<file path="src/rtl/dma_arb_pkg.sv">
// Shared types for the DMA/CPU system-bus arbiter.
// The optional CPU fairness slot is controlled by DMA_ARB_CPU_FAIRNESS_EN.
package dma_arb_pkg;

    localparam int NUM_DMA_CH = 4;

    typedef logic [1:0] dma_id_t;

    typedef enum logic [1:0] {
        CPU,
        SWITCH,
        DMA,
        CPU_SLOT
    } arb_state_t;

    // What the SWITCH state hands the bus to once the turnaround expires.
    typedef enum logic [1:0] {
        TGT_CPU,
        TGT_SLOT,
        TGT_CH
    } tgt_kind_t;

    typedef struct packed {
        tgt_kind_t kind;
        dma_id_t   ch;
    } switch_tgt_t;

    function automatic logic [NUM_DMA_CH-1:0] id_to_onehot(input dma_id_t id);
        logic [NUM_DMA_CH-1:0] oh;
        oh     = '0;
        oh[id] = 1'b1;
        return oh;
    endfunction

endpackage

</file>
<file path="src/rtl/prio_enc4.sv">
// Fixed-priority encoder: lowest set request index wins.
module prio_enc4
    import dma_arb_pkg::*;
(
    input  logic [NUM_DMA_CH-1:0] req,
    output dma_id_t               idx,
    output logic                  valid
);

    // NOTE: every combinational output gets a default before any condition, so no latch is inferred.
    always_comb begin
        idx   = '0;
        valid = |req;
        for (int i = NUM_DMA_CH - 1; i >= 0; i--) begin
            if (req[i]) idx = dma_id_t'(i);
        end
    end

endmodule

</file>
<file path="src/rtl/dma_bus_arbiter.sv">
// Hands the shared system bus between the CPU and four DMA channels with a dead-bus turnaround.
// Define DMA_ARB_CPU_FAIRNESS_EN to give the CPU one slot after every MAX_UNITS DMA units.
module dma_bus_arbiter
    import dma_arb_pkg::*;
#(
    parameter int TURNAROUND = 1,
    parameter int MAX_UNITS  = 16,
    parameter int CNT_W      = 8
) (
    input  logic                  clk,
    input  logic                  rst,
    input  logic [NUM_DMA_CH-1:0] dma_req,
    input  logic [NUM_DMA_CH-1:0] dma_boundary,
    input  logic                  cpu_req,
    input  logic                  mem_wait,
    output logic [NUM_DMA_CH-1:0] dma_grant,
    output logic                  cpu_grant,
    output logic                  dma_active,
    output dma_id_t               owner_id
);

    if (TURNAROUND < 1 || TURNAROUND > 7) begin : g_turn_check
        $error("TURNAROUND must be in 1..7");
    end
    if (CNT_W < $clog2(MAX_UNITS + 1)) begin : g_cnt_check
        $error("CNT_W too narrow for MAX_UNITS");
    end

    localparam logic [2:0] TURN_LAST = 3'(TURNAROUND - 1);

    arb_state_t  state, next_state;
    switch_tgt_t tgt, next_tgt;
    switch_tgt_t fallback_tgt, resolved_tgt;
    logic [2:0]  turn_cnt, next_turn;
    dma_id_t     next_owner;
    dma_id_t     best;
    logic        best_v;
    logic        fair_trip;

    prio_enc4 u_best (
        .req   (dma_req),
        .idx   (best),
        .valid (best_v)
    );

`ifdef DMA_ARB_CPU_FAIRNESS_EN
    logic [CNT_W-1:0] unit_cnt, cnt_inc;
    logic             unit_step;

    assign unit_step = (state == DMA) && dma_boundary[owner_id] && !mem_wait;
    assign cnt_inc   = (unit_cnt == CNT_W'(MAX_UNITS)) ? unit_cnt : unit_cnt + CNT_W'(1);
    // Trips on the unit that brings the count to MAX_UNITS, not one later.
    assign fair_trip = (cnt_inc == CNT_W'(MAX_UNITS));

    always_ff @(posedge clk or posedge rst) begin
        if (rst) begin
            unit_cnt <= '0;
        end else if (next_state == CPU || next_state == CPU_SLOT) begin
            unit_cnt <= '0;
        end else if (unit_step) begin
            unit_cnt <= cnt_inc;
        end
    end
`else
    assign fair_trip = 1'b0;
`endif

    always_comb begin
        fallback_tgt.kind = best_v ? TGT_CH : TGT_CPU;
        fallback_tgt.ch   = best_v ? best : dma_id_t'(0);

        // A pending channel target follows the current best request until expiry.
        resolved_tgt = tgt;
        if (tgt.kind == TGT_CH) resolved_tgt = fallback_tgt;

        next_state = state;
        next_tgt   = tgt;
        next_turn  = '0;
        next_owner = owner_id;

        case (state)
            CPU: begin
                if (best_v && !mem_wait) begin
                    next_state  = SWITCH;
                    next_tgt.kind = TGT_CH;
                    next_tgt.ch   = best;
                end
            end
            SWITCH: begin
                next_tgt = resolved_tgt;
                if (turn_cnt == TURN_LAST) begin
                    case (resolved_tgt.kind)
                        TGT_CH: begin
                            next_state = DMA;
                            next_owner = resolved_tgt.ch;
                        end
                        TGT_SLOT: next_state = CPU_SLOT;
                        default:  next_state = CPU;
                    endcase
                end else begin
                    next_turn = turn_cnt + 3'd1;
                end
            end
            DMA: begin
                if (dma_boundary[owner_id] && !mem_wait) begin
                    if (fair_trip && cpu_req) begin
                        next_state    = SWITCH;
                        next_tgt.kind = TGT_SLOT;
                        next_tgt.ch   = owner_id;
                    end else if (best_v && best != owner_id) begin
                        next_state    = SWITCH;
                        next_tgt.kind = TGT_CH;
                        next_tgt.ch   = best;
                    end else if (!best_v) begin
                        next_state    = SWITCH;
                        next_tgt.kind = TGT_CPU;
                        next_tgt.ch   = '0;
                    end
                end else if (!dma_req[owner_id] && !mem_wait) begin
                    // Channel disabled by software mid-unit.
                    next_state = SWITCH;
                    next_tgt   = fallback_tgt;
                end
            end
            CPU_SLOT: begin
                if (!cpu_req || !mem_wait) begin
                    next_state = SWITCH;
                    next_tgt   = fallback_tgt;
                end
            end
            default: next_state = CPU;
        endcase
    end

    // NOTE: sequential state uses non-blocking assignments so all registers update from pre-edge values.
    always_ff @(posedge clk or posedge rst) begin
        if (rst) begin
            state     <= CPU;
            tgt.kind  <= TGT_CPU;
            tgt.ch    <= '0;
            turn_cnt  <= '0;
            owner_id  <= '0;
            cpu_grant <= 1'b1;
            dma_grant <= '0;
        end else begin
            state     <= next_state;
            tgt       <= next_tgt;
            turn_cnt  <= next_turn;
            owner_id  <= next_owner;
            cpu_grant <= (next_state == CPU) || (next_state == CPU_SLOT);
            dma_grant <= (next_state == DMA) ? id_to_onehot(next_owner) : '0;
        end
    end

    assign dma_active = |dma_grant;

endmodule

</file>
<file path="config.mk">
export PLATFORM = sky130hd
export DESIGN_NAME = dma_bus_arbiter
export DESIGN_NICKNAME = d
export VERILOG_FILES = /design/src/rtl/dma_arb_pkg.sv /design/src/rtl/prio_enc4.sv /design/src/rtl/dma_bus_arbiter.sv
export SDC_FILE = /design/constraint.sdc
export NUM_CORES = 1
export LEC_CHECK = 0
export BUFFER_PORTS_ARGS = -buffer_cell sky130_fd_sc_hd__buf_2
export CAP_MARGIN = 25
export CORE_ASPECT_RATIO = 0.8
export CORE_MARGIN = 2
export CORE_UTILIZATION = 56
export CTS_BUF_LIST = sky130_fd_sc_hd__clkbuf_4 sky130_fd_sc_hd__clkbuf_8
export DETAILED_ROUTE_END_ITERATION = 8
export PLACE_DENSITY_LB_ADDON = 0.3
export SLEW_MARGIN = 20
export SYNTH_ARGS = -nofsm -noshare
export SYNTH_HDL_FRONTEND = slang
export SYNTH_HIERARCHICAL = 1
export SYNTH_SLANG_ARGS = --single-unit
</file>
<file path="constraint.sdc">
create_clock -name clk -period 2.7 [get_ports clk]
set_clock_uncertainty 0.05 [all_clocks]
set_input_delay 0.54 -clock clk [delete_from_list [all_inputs] [get_ports clk]]
set_output_delay 0.54 -clock clk [all_outputs]
set_load 0.01 [all_outputs]
</file>
== Yosys cells after proc, flatten, opt, wreduce, memory -nomap -nowiden ==
Cells that the tools add are included.
Cells by class
  add/subtract/negate cells: 1
  muxes and demuxes: 35
  reductions and logical operators: 16
  equal/unequal tests: 13
  order comparisons: 3
Operators by type and width (count)
  $mux W2: 16
  $mux W4: 8
  $pmux W4 S4: 1
  $eq A2 B2 Y1 const B: 6
  $pmux W2 S4: 1
  $reduce_or A4 Y1: 2
  $lt A2 B3 Y1 const B: 2
  $mux W3: 2
  $logic_and A1 B1 Y1: 5
  $bmux W1 S2: 2
  $eq A2 B1 Y1 const B: 2
  $logic_not A2 Y1: 2
  $ne A2 B2 Y1 const B: 2
  $ne A4 B4 Y1 const B: 1
  $pmux W2 S2: 1
  $reduce_and A4 Y1: 1
  $add A3 B1 Y3 const B: 1
  $logic_not A1 Y1: 3
  $logic_not A3 Y1: 1
  $mux W1: 3
  $ne A3 B3 Y1 const B: 1
  $demux W1 S2: 1
  $ge A2 B1 Y1 const B: 1
  $logic_or A1 B1 Y1: 2
  $ne A2 B2 Y1: 1
Storage, ports and cells
  logic and storage cells: 75
  output and inout port bits: 8
  bits in registers: 16
  bits of input ports: 12

== Logic depth before layout (Yosys ltp) ==
Gate-level depths: netlist of run 1.
  word-level depth: 15
  gate-level depth with buffers: 11
  depth with buffers taken out: 10

== Hierarchy ==
Netlist of run 1, hierarchy kept.
By module, submodules not included
  dma_bus_arbiter: cells each 108, area each 1027.2 um2, sequential area each 401.6 um2, instances 1
  prio_enc4: cells each 7, area each 35.0 um2, sequential area each 0.0 um2, instances 1

== Worst setup path before layout of run 1 ==
No wires, ideal clock.
  kind: in2reg
  start: input port dma_req[2]
  end: register dma_grant[2]
  library setup time: 89 ps
  slack: 432 ps
  path buffers: 1
  data required time: 2561 ps
  arrival time: 2130 ps
  cell stages on the path: 10
  cells stage by stage: nor2_1 > nand2_1 > clkbuf_1 > o21a_1 > ha_1 > or3_1 > nand3_1 > ha_1 > inv_1 > nor3b_1
Between the ends
  elaborated cells between the ends (all ways): 34
  those cells by class: order compare: 2; eq/ne: 4; mux: 22; reduce/logical: 6
RTL lines
  start, declared: RTL line dma_bus_arbiter.sv:12  | input logic [NUM_DMA_CH-1:0] dma_req,
  $reduce_or A4 Y1 (*): RTL line prio_enc4.sv:13  | valid = |req;
  named net best_v: RTL line dma_bus_arbiter.sv:37  | logic best_v;
  $mux W2: RTL line dma_bus_arbiter.sv:69  | fallback_tgt.kind = best_v ? TGT_CH : TGT_CPU;
  $mux W4: RTL line dma_bus_arbiter.sv:74  | if (tgt.kind == TGT_CH) resolved_tgt = fallback_tgt;
  $eq A2 B1 Y1 / $eq A2 B2 Y1 (equally long branches): RTL line dma_bus_arbiter.sv:92  | case (resolved_tgt.kind)
  $pmux W2 S2: RTL line dma_bus_arbiter.sv:92
  $mux W2: RTL line dma_bus_arbiter.sv:91  | if (turn_cnt == TURN_LAST) begin
  $pmux W2 S4 (*): RTL line dma_bus_arbiter.sv:81  | case (state)
  named net next_state[1]: RTL line dma_bus_arbiter.sv:31  | arb_state_t state, next_state;
  $eq A2 B2 Y1 (*): RTL line dma_bus_arbiter.sv:151  | dma_grant <= (next_state == DMA) ? id_to_onehot(next_owner) : '0;
  $mux W4 (*): RTL line dma_bus_arbiter.sv:151
  end signal, assigned: RTL line dma_bus_arbiter.sv:151
  end, declared: RTL line dma_bus_arbiter.sv:16  | output logic [NUM_DMA_CH-1:0] dma_grant,
The timed path passes the listed nets; every way through them passes the cells marked *. The select of a mux whose other input is x is not followed.
A chain may end at the register's enable or synchronous reset.

== Final worst setup path of run 1 ==
  start: register owner_id[1]
  end: register dma_grant[1]
Between the ends
  cells in the longest elaborated chain, start to end: 9
  elaborated cells between the ends (all ways): 23
  those cells by class: order compare: 2; eq/ne: 2; mux: 14; reduce/logical: 5
Ends and longest elaborated chain
  start, declared: RTL line dma_bus_arbiter.sv:19  | output dma_id_t owner_id
  start signal, assigned: RTL line dma_bus_arbiter.sv:149  | owner_id <= next_owner;
  $bmux W1 S2: RTL line dma_bus_arbiter.sv:119  | end else if (!dma_req[owner_id] && !mem_wait) begin
  $mux W1 (implied by the code): RTL line dma_bus_arbiter.sv:119
  $logic_not A1 Y1: RTL line dma_bus_arbiter.sv:119
  $logic_and A1 B1 Y1: RTL line dma_bus_arbiter.sv:119
  $mux W2: RTL line dma_bus_arbiter.sv:119
  $mux W2 (*): RTL line dma_bus_arbiter.sv:105  | if (dma_boundary[owner_id] && !mem_wait) begin
  $pmux W2 S4 (*): RTL line dma_bus_arbiter.sv:81
  named net next_state[1]: RTL line dma_bus_arbiter.sv:31
  $eq A2 B2 Y1 (*): RTL line dma_bus_arbiter.sv:151
  $mux W4 (*): RTL line dma_bus_arbiter.sv:151
Marked as above.

==> flow_metrics.py, run 1 <==
metrics = {
    "grt": {
        "grt_usage_pct": 22.3,
        "overflow": 0,
        "grt_pass1_wl_um": 3660,
        "grt_pass1_vias": 881,
        "grt_max_degree": 17,
        "antenna_found_initial": 0,
    },
    "clock_network": {
        "cts_max_level": 1,
        "postCtsSetupRepairBufs": 0,
        "cts_buffers": 3,
        "cts.sink_count": 16,
        "cts_resized": 0,
        "cts_buffer_depth": 2,
        "path_clk_slew_ps": 90,
        "clk_latency_ps": 290,
        "cts_tree": "built",
        "hold_buffers": 0,
        "cts-root-buf": "clkbuf_4",
    },
    "logic_synthesis": {
        "yosysUniqueCellTypes": 39,
        "yosys_warnings": 6,
        "synth_edf_count": 0,
        "ys.flop_type": "dfrtp_1",
        "synthCells": 115,
        "synth-async-reset-ratio_pct": 100,
        "avgSynthCellArea_um2": 9.24,
        "yosysSeqAreaShare_pct": 37.8,
        "synth.ff_latch_count": 16,
        "syn-num-nets": 132,
        "syn-cell-area_um2": 1060,
    },
    "floorplanning": {
        "die_w_um": 52.7,
        "initial_core_util_pct": 57.8,
        "ios": 20,
        "rows": 14,
        "die_area_um2": 2260,
        "core_area_um2": 1840,
        "die-height_um": 43.0,
    },
    "power": {
        "p_leak_nw": 0.615,
        "vdd.ir_drop.worst_mv": 0.672,
        "power_density_nw_per_um2": 906,
    },
    "placed_design": {
        "io_buffers": 19,
        "dp_hpwl_um": 1680,
        "placed_cell_area_um2": 1170,
        "dp_slack_ps": 353,
        "gp_congestion": 0.928,
    },
    "hold_path": {
        "hp-class": "primary input to async pin",
    },
    "setup_path": {
        "path_max_fanout": 7,
        "crit_start": "owner_id[1]",
        "worstPathRequired_ps": 2860,
        "crit_arrival_ps": 2310,
        "path_class": "flop to flop",
        "crit_path_start_kind": "flop",
        "timing.rr.start": "owner_id[1]",
        "r2r_cells": 8,
        "end_kind": "flop",
    },
    "timing": {
        "setup_tns_ps": 0,
        "fin_crit_sh_pct": 79.8,
        "worstMarginPinSlew_ps": 562,
        "final-max-slew-violation-count": 0,
        "fin_ws_ps": 546,
        "max-slew-margin-rel_pct": 62.5,
        "finalSetupViolCount": 0,
        "fin_crit_ps": 2150,
        "hold_viol": 0,
        "fmax_ghz": 0.464,
        "rsz0062_at_grt": "false",
    },
    "drt": {
        "vias": 910,
        "drtAntennaViolNets": 0,
        "drt_first_pass_iters": 4,
        "vias_per_cell": 5.72,
        "wl_um": 2080,
        "drtIter0Drc": 28,
        "wl_per_cell_um": 13.1,
        "drc_errors": 0,
    },
    "finish": {
        "final_cell_mix": "buf_2, dfrtp_1, inv_1",
        "syn2layout_area_growth_pct": 13.8,
        "final_nets": 153,
        "fillers": 150,
        "drive_gt1_share_pct": 28.1,
        "final_util_pct": 65.7,
        "diodes": 0,
        "final_common_cell": "buf_2",
        "final_area_um2": 1210,
    },
    "run": {
        "drv_cap": 0,
    },
    "status": {
        "status": "complete, no violations",
    },
}
==> Yosys cell counts (3+ instances only) <==
cell      number  area [µm²]
nor2_1         8        30.0
dfrtp_1       15         375
and3_1         6        37.5
nand2b_1       4        25.0
nand3_1        5        25.0
inv_1         10        37.5
o21ai_0        5        25.0
nand2_1        9        33.8
clkbuf_1       3        11.3
a21oi_1        6        30.0
ha_1           5        62.6
mux2i_1        4        40.0
==> layer usage <==
metal | global-route usage [%] | vias up | share of wire (%) | wire [µm]
met2 | 36.5 | 33 | 46 | 959
met3 | 8.10 | 11 | 7.4 | 155
met5 | 0 | - | 0 | 0
li1 | - | 443 | - | -
met1 | 26.9 | 423 | 44 | 925
met4 | 7.69 | 0 | 2.0 | 41
==> cell families (layout without fill, tap and decap cells) <==
logic type / after synthesis / after routing / synth area share (%)
simple gates: 48 / 48 / 24.9
mux: 6 / 6 / 6.60
buf+inv: 15 / 35 / 6.36
xor+xnor: 2 / 2 / 1.65
compound gates: 23 / 23 / 16.8
fa+ha+maj: 5 / 5 / 5.89
flops: 16 / 16 / 37.8
==> metrics by stage <==
step,hold slack [ps],power [W],cells
3_5_place_dp,483,0.000940,155
2_1_floorplan,403,0.000821,115
6_report,236,0.00109,159
5_1_grt,291,0.00119,159
4_1_cts,246,0.00110,159
3_3_place_gp,483,0.000920,155
==> worst max-delay path, stage by stage, from the launching register on <==
cell and delay [ps]:
dfrtp_1 530, mux2i_1 250, o22ai_2 130, a311o_2 370
a21o_2 230, nand3_1 100, ha_1 170, inv_1 70
nor3b_1 190
==> final timing paths <==
path / end / slack [ps]
worst max-delay path: dma_grant[1] / 550
worst min-delay path: turn_cnt[0] / 240
worst max register to register: dma_grant[1] / 550
worst min register to register: tgt[0] / 510
max in group asynchronous: cpu_grant / 1990
min in group clk: tgt[0] / 510
==> flip-flops by register name, summed over array words and instances (netlist names) <==
register	count
dma_grant	4
tgt	4
turn_cnt	3
owner_id	2
state	2
cpu_grant	1
==> power breakdown <==
group          internal, W  switching, W
Clock            0.0000822     0.0000730
Combinational     0.000249      0.000291
Sequential        0.000312     0.0000872
Total             0.000643      0.000451
==> area by class of cell <==
cell class	instances	area, µm²	share of cell area, %
tap	24	30.0	2.48
inverter	10	37.5	3.11
clock buffer	4	36.3	3.00
sequential	16	402	33.2
timing repair buffer	21	110	9.11
multi-input combinational	84	593	49.1
(Power assumes the default switching activity.)
==> run 2: changes to the inputs <==
- ABC_AREA: unset -> 1
- CORE_UTILIZATION: 56 -> 57
- clock period: 2.7 -> 2.03 ns (I/O delays scaled with it)
==> run 2 against run 1 <==
Total power up 50%. Synthesized cell count up 40%. Sequential cell count unchanged. Non-clock buffer count up 9. Critical endpoint is now dma_grant[2]. Largest power group unchanged. Highest routed layer unchanged.
==> flow_metrics.py, run 2 <==
metrics = {
    "finish": {
        "final_util_pct": 73.4,
        "final_common_cell": "nand2_1",
        "fin_cells": 217,
        "drive_gt1_share_pct": 29.5,
        "final_area_um2": 1360,
        "fillers": 148,
        "multi_input_area_um2": 593,
        "top_regs": "dma_grant x4, tgt x4, turn_cnt x3",
        "diodes": 0,
        "final_nets": 211,
        "final_cell_mix": "nand2_1, inv_1, buf_2",
        "syn2layout_area_growth_pct": 23.2,
        "final-seq-area_um2": 403,
    },
    "timing": {
        "hold_viol": 0,
        "max-slew-margin-rel_pct": 62.3,
        "fmax_ghz": 0.534,
        "final-max-slew-violation-count": 0,
        "fin_crit_ps": 1870,
        "fin_hold_ws_ps": 102,
        "fin_crit_sh_pct": 92.2,
        "worstMarginPinSlew_ps": 565,
        "finalSetupViolCount": 0,
        "setup_tns_ps": 0,
    },
    "power": {
        "clkPwrFrac_pct": 12.8,
        "power_frac_seq_pct": 32.1,
        "power_density_nw_per_um2": 1200,
        "vdd.ir_drop.worst_mv": 0.696,
        "switching_share_pct": 46.0,
        "p_leak_nw": 0.791,
        "p_comb_share_pct": 55.1,
        "power_switching_w": 0.000754,
        "intPower_w": 0.000885,
    },
    "clock_network": {
        "clk_latency_ps": 290,
        "cts.sink_count": 16,
        "cts_buffers": 3,
        "cts_max_level": 1,
        "cts-root-buf": "clkbuf_4",
        "path_clk_slew_ps": 90,
        "cts_tree": "built",
        "hold_buffers": 0,
        "cts_buffer_depth": 2,
    },
    "logic_synthesis": {
        "yosysMostFrequentCell": "nand2_1",
        "yosys_warnings": 6,
        "ys.flop_type": "dfrtp_1",
        "yosys.area.top_type_share_pct": 33.9,
        "synthCells": 161,
        "syn-num-nets": 178,
        "synth-async-reset-ratio_pct": 100,
        "avgSynthCellArea_um2": 6.87,
        "synth.area.top_cells": "dfrtp_1, nand2_1, inv_1",
        "synth.ff_latch_count": 16,
        "synth_common_cells": "nand2_1, inv_1, nor2_1, dfrtp_1, nand3_1",
        "yosysSeqAreaShare_pct": 36.3,
        "syn-cell-area_um2": 1110,
        "yosysUniqueCellTypes": 25,
        "synth_top_area_cell": "dfrtp_1",
        "synth_edf_count": 0,
    },
    "floorplanning": {
        "initial_core_util_pct": 59.6,
        "ios": 20,
        "die_w_um": 53.3,
        "rows": 14,
        "die-height_um": 43.4,
        "die_area_um2": 2310,
        "core_area_um2": 1860,
    },
    "drt": {
        "wirelength_met1_um": 1180,
        "dr_wl_met3_um": 125,
        "drt_first_pass_iters": 4,
        "vias_per_cell": 4.97,
        "drtAntennaViolNets": 0,
        "drc_errors": 0,
        "drtIter0Drc": 22,
        "top_layer_used": "met4",
        "wl_um": 2520,
        "vias": 1079,
        "wl_per_cell_um": 11.6,
        "met2WireLength_um": 1200,
    },
    "setup_path": {
        "end_kind": "flop",
        "ff2ff_setup_slack_ps": 160,
        "crit_path_start_kind": "flop",
        "path_max_fanout": 4,
        "worstPathRequired_ps": 2210,
        "crit_arrival_ps": 2050,
        "path_class": "flop to flop",
    },
    "placed_design": {
        "io_buffers": 19,
        "dp_cells": 212,
        "dp_hpwl_um": 2020,
        "gp_congestion": 0.829,
        "placed_cell_area_um2": 1300,
    },
    "grt": {
        "grt_usage_pct": 24.8,
        "overflow": 0,
        "grt_pass1_wl_um": 4200,
        "antenna_found_initial": 0,
        "grt_pass1_vias": 1067,
        "grt_max_degree": 17,
    },
    "run": {
        "drv_cap": 0,
    },
    "hold_path": {
        "hp-class": "primary input to async pin",
    },
    "status": {
        "status": "complete, no violations",
    },
}
-- run 2: power groups by stage --
stage / clock network [W] / logic [W] / registers [W]
3_5_place_dp: 0 / 0.000827 / 0.000523
4_1_cts: 0.000213 / 0.000831 / 0.000517
3_3_place_gp: 0 / 0.000801 / 0.000520
2_1_floorplan: 0 / 0.000604 / 0.000511
5_1_grt: 0.000228 / 0.00103 / 0.000535
6_report: 0.000209 / 0.000903 / 0.000527
-- run 2: worst max-delay path, cell delays in order, from the launching register on --
cell and delay, ps:
dfrtp_1 400, inv_1 60, ha_1 130, inv_1 30
or2_4 250, o211ai_1 190, nand4_1 180, inv_2 120
ha_4 140, o211ai_1 120, nor2_1 130
-- run 2: final cells by class --
type                            instances  share of cell area [%]
Inverter                               32                    9.00
Multi-Input combinational cell        111                    43.5
Tap cell                               24                    2.20
Sequential cell                        16                    29.6
Timing Repair Buffer                   30                    13.0
Clock buffer                            4                    2.66
-- run 2: timing repair --
action	in CTS	in global routing
setup endpoints to repair	0	2
gates resized for setup	0	7
setup buffers	0	1
-- run 2: per-layer routing --
layer	vias to the layer above	global-route usage, %
met4	0	4.10
li1	561	-
met3	3	6.90
met2	20	43.7
met5	-	0
met1	495	30.6
-- run 2: worst paths after layout --
path,start,end,cells past startpoint
hold / removal,rst,dma_grant[2],2
hold reg to reg,turn_cnt[0],turn_cnt[0],1
setup reg to reg,turn_cnt[0],dma_grant[2],10
setup / recovery,turn_cnt[0],dma_grant[2],10
min in group clk,turn_cnt[0],turn_cnt[0],1
max in group asynchronous,rst,owner_id[0],2
-- run 2: logic make-up (layout without fill, tap and decap cells) --
family / after synthesis / in the layout / share of synthesized area [%]
AOI/OAI and AO/OA: 10 / 10 / 6.33
xor gates and xnor gates: 1 / 1 / 0.792
adders and majority gates: 5 / 5 / 5.66
buffers and inverters: 34 / 66 / 11.7
DFF: 16 / 16 / 36.3
and+or+nand+nor: 95 / 95 / 39.3
-- run 2: metrics by stage --
stage	total power (W)	setup WS [ps]
2_1_floorplan	0.00111	72.4
3_3_place_gp	0.00132	-33.9
3_5_place_dp	0.00135	-164
4_1_cts	0.00156	114
5_1_grt	0.00179	-39.5
6_report	0.00164	157
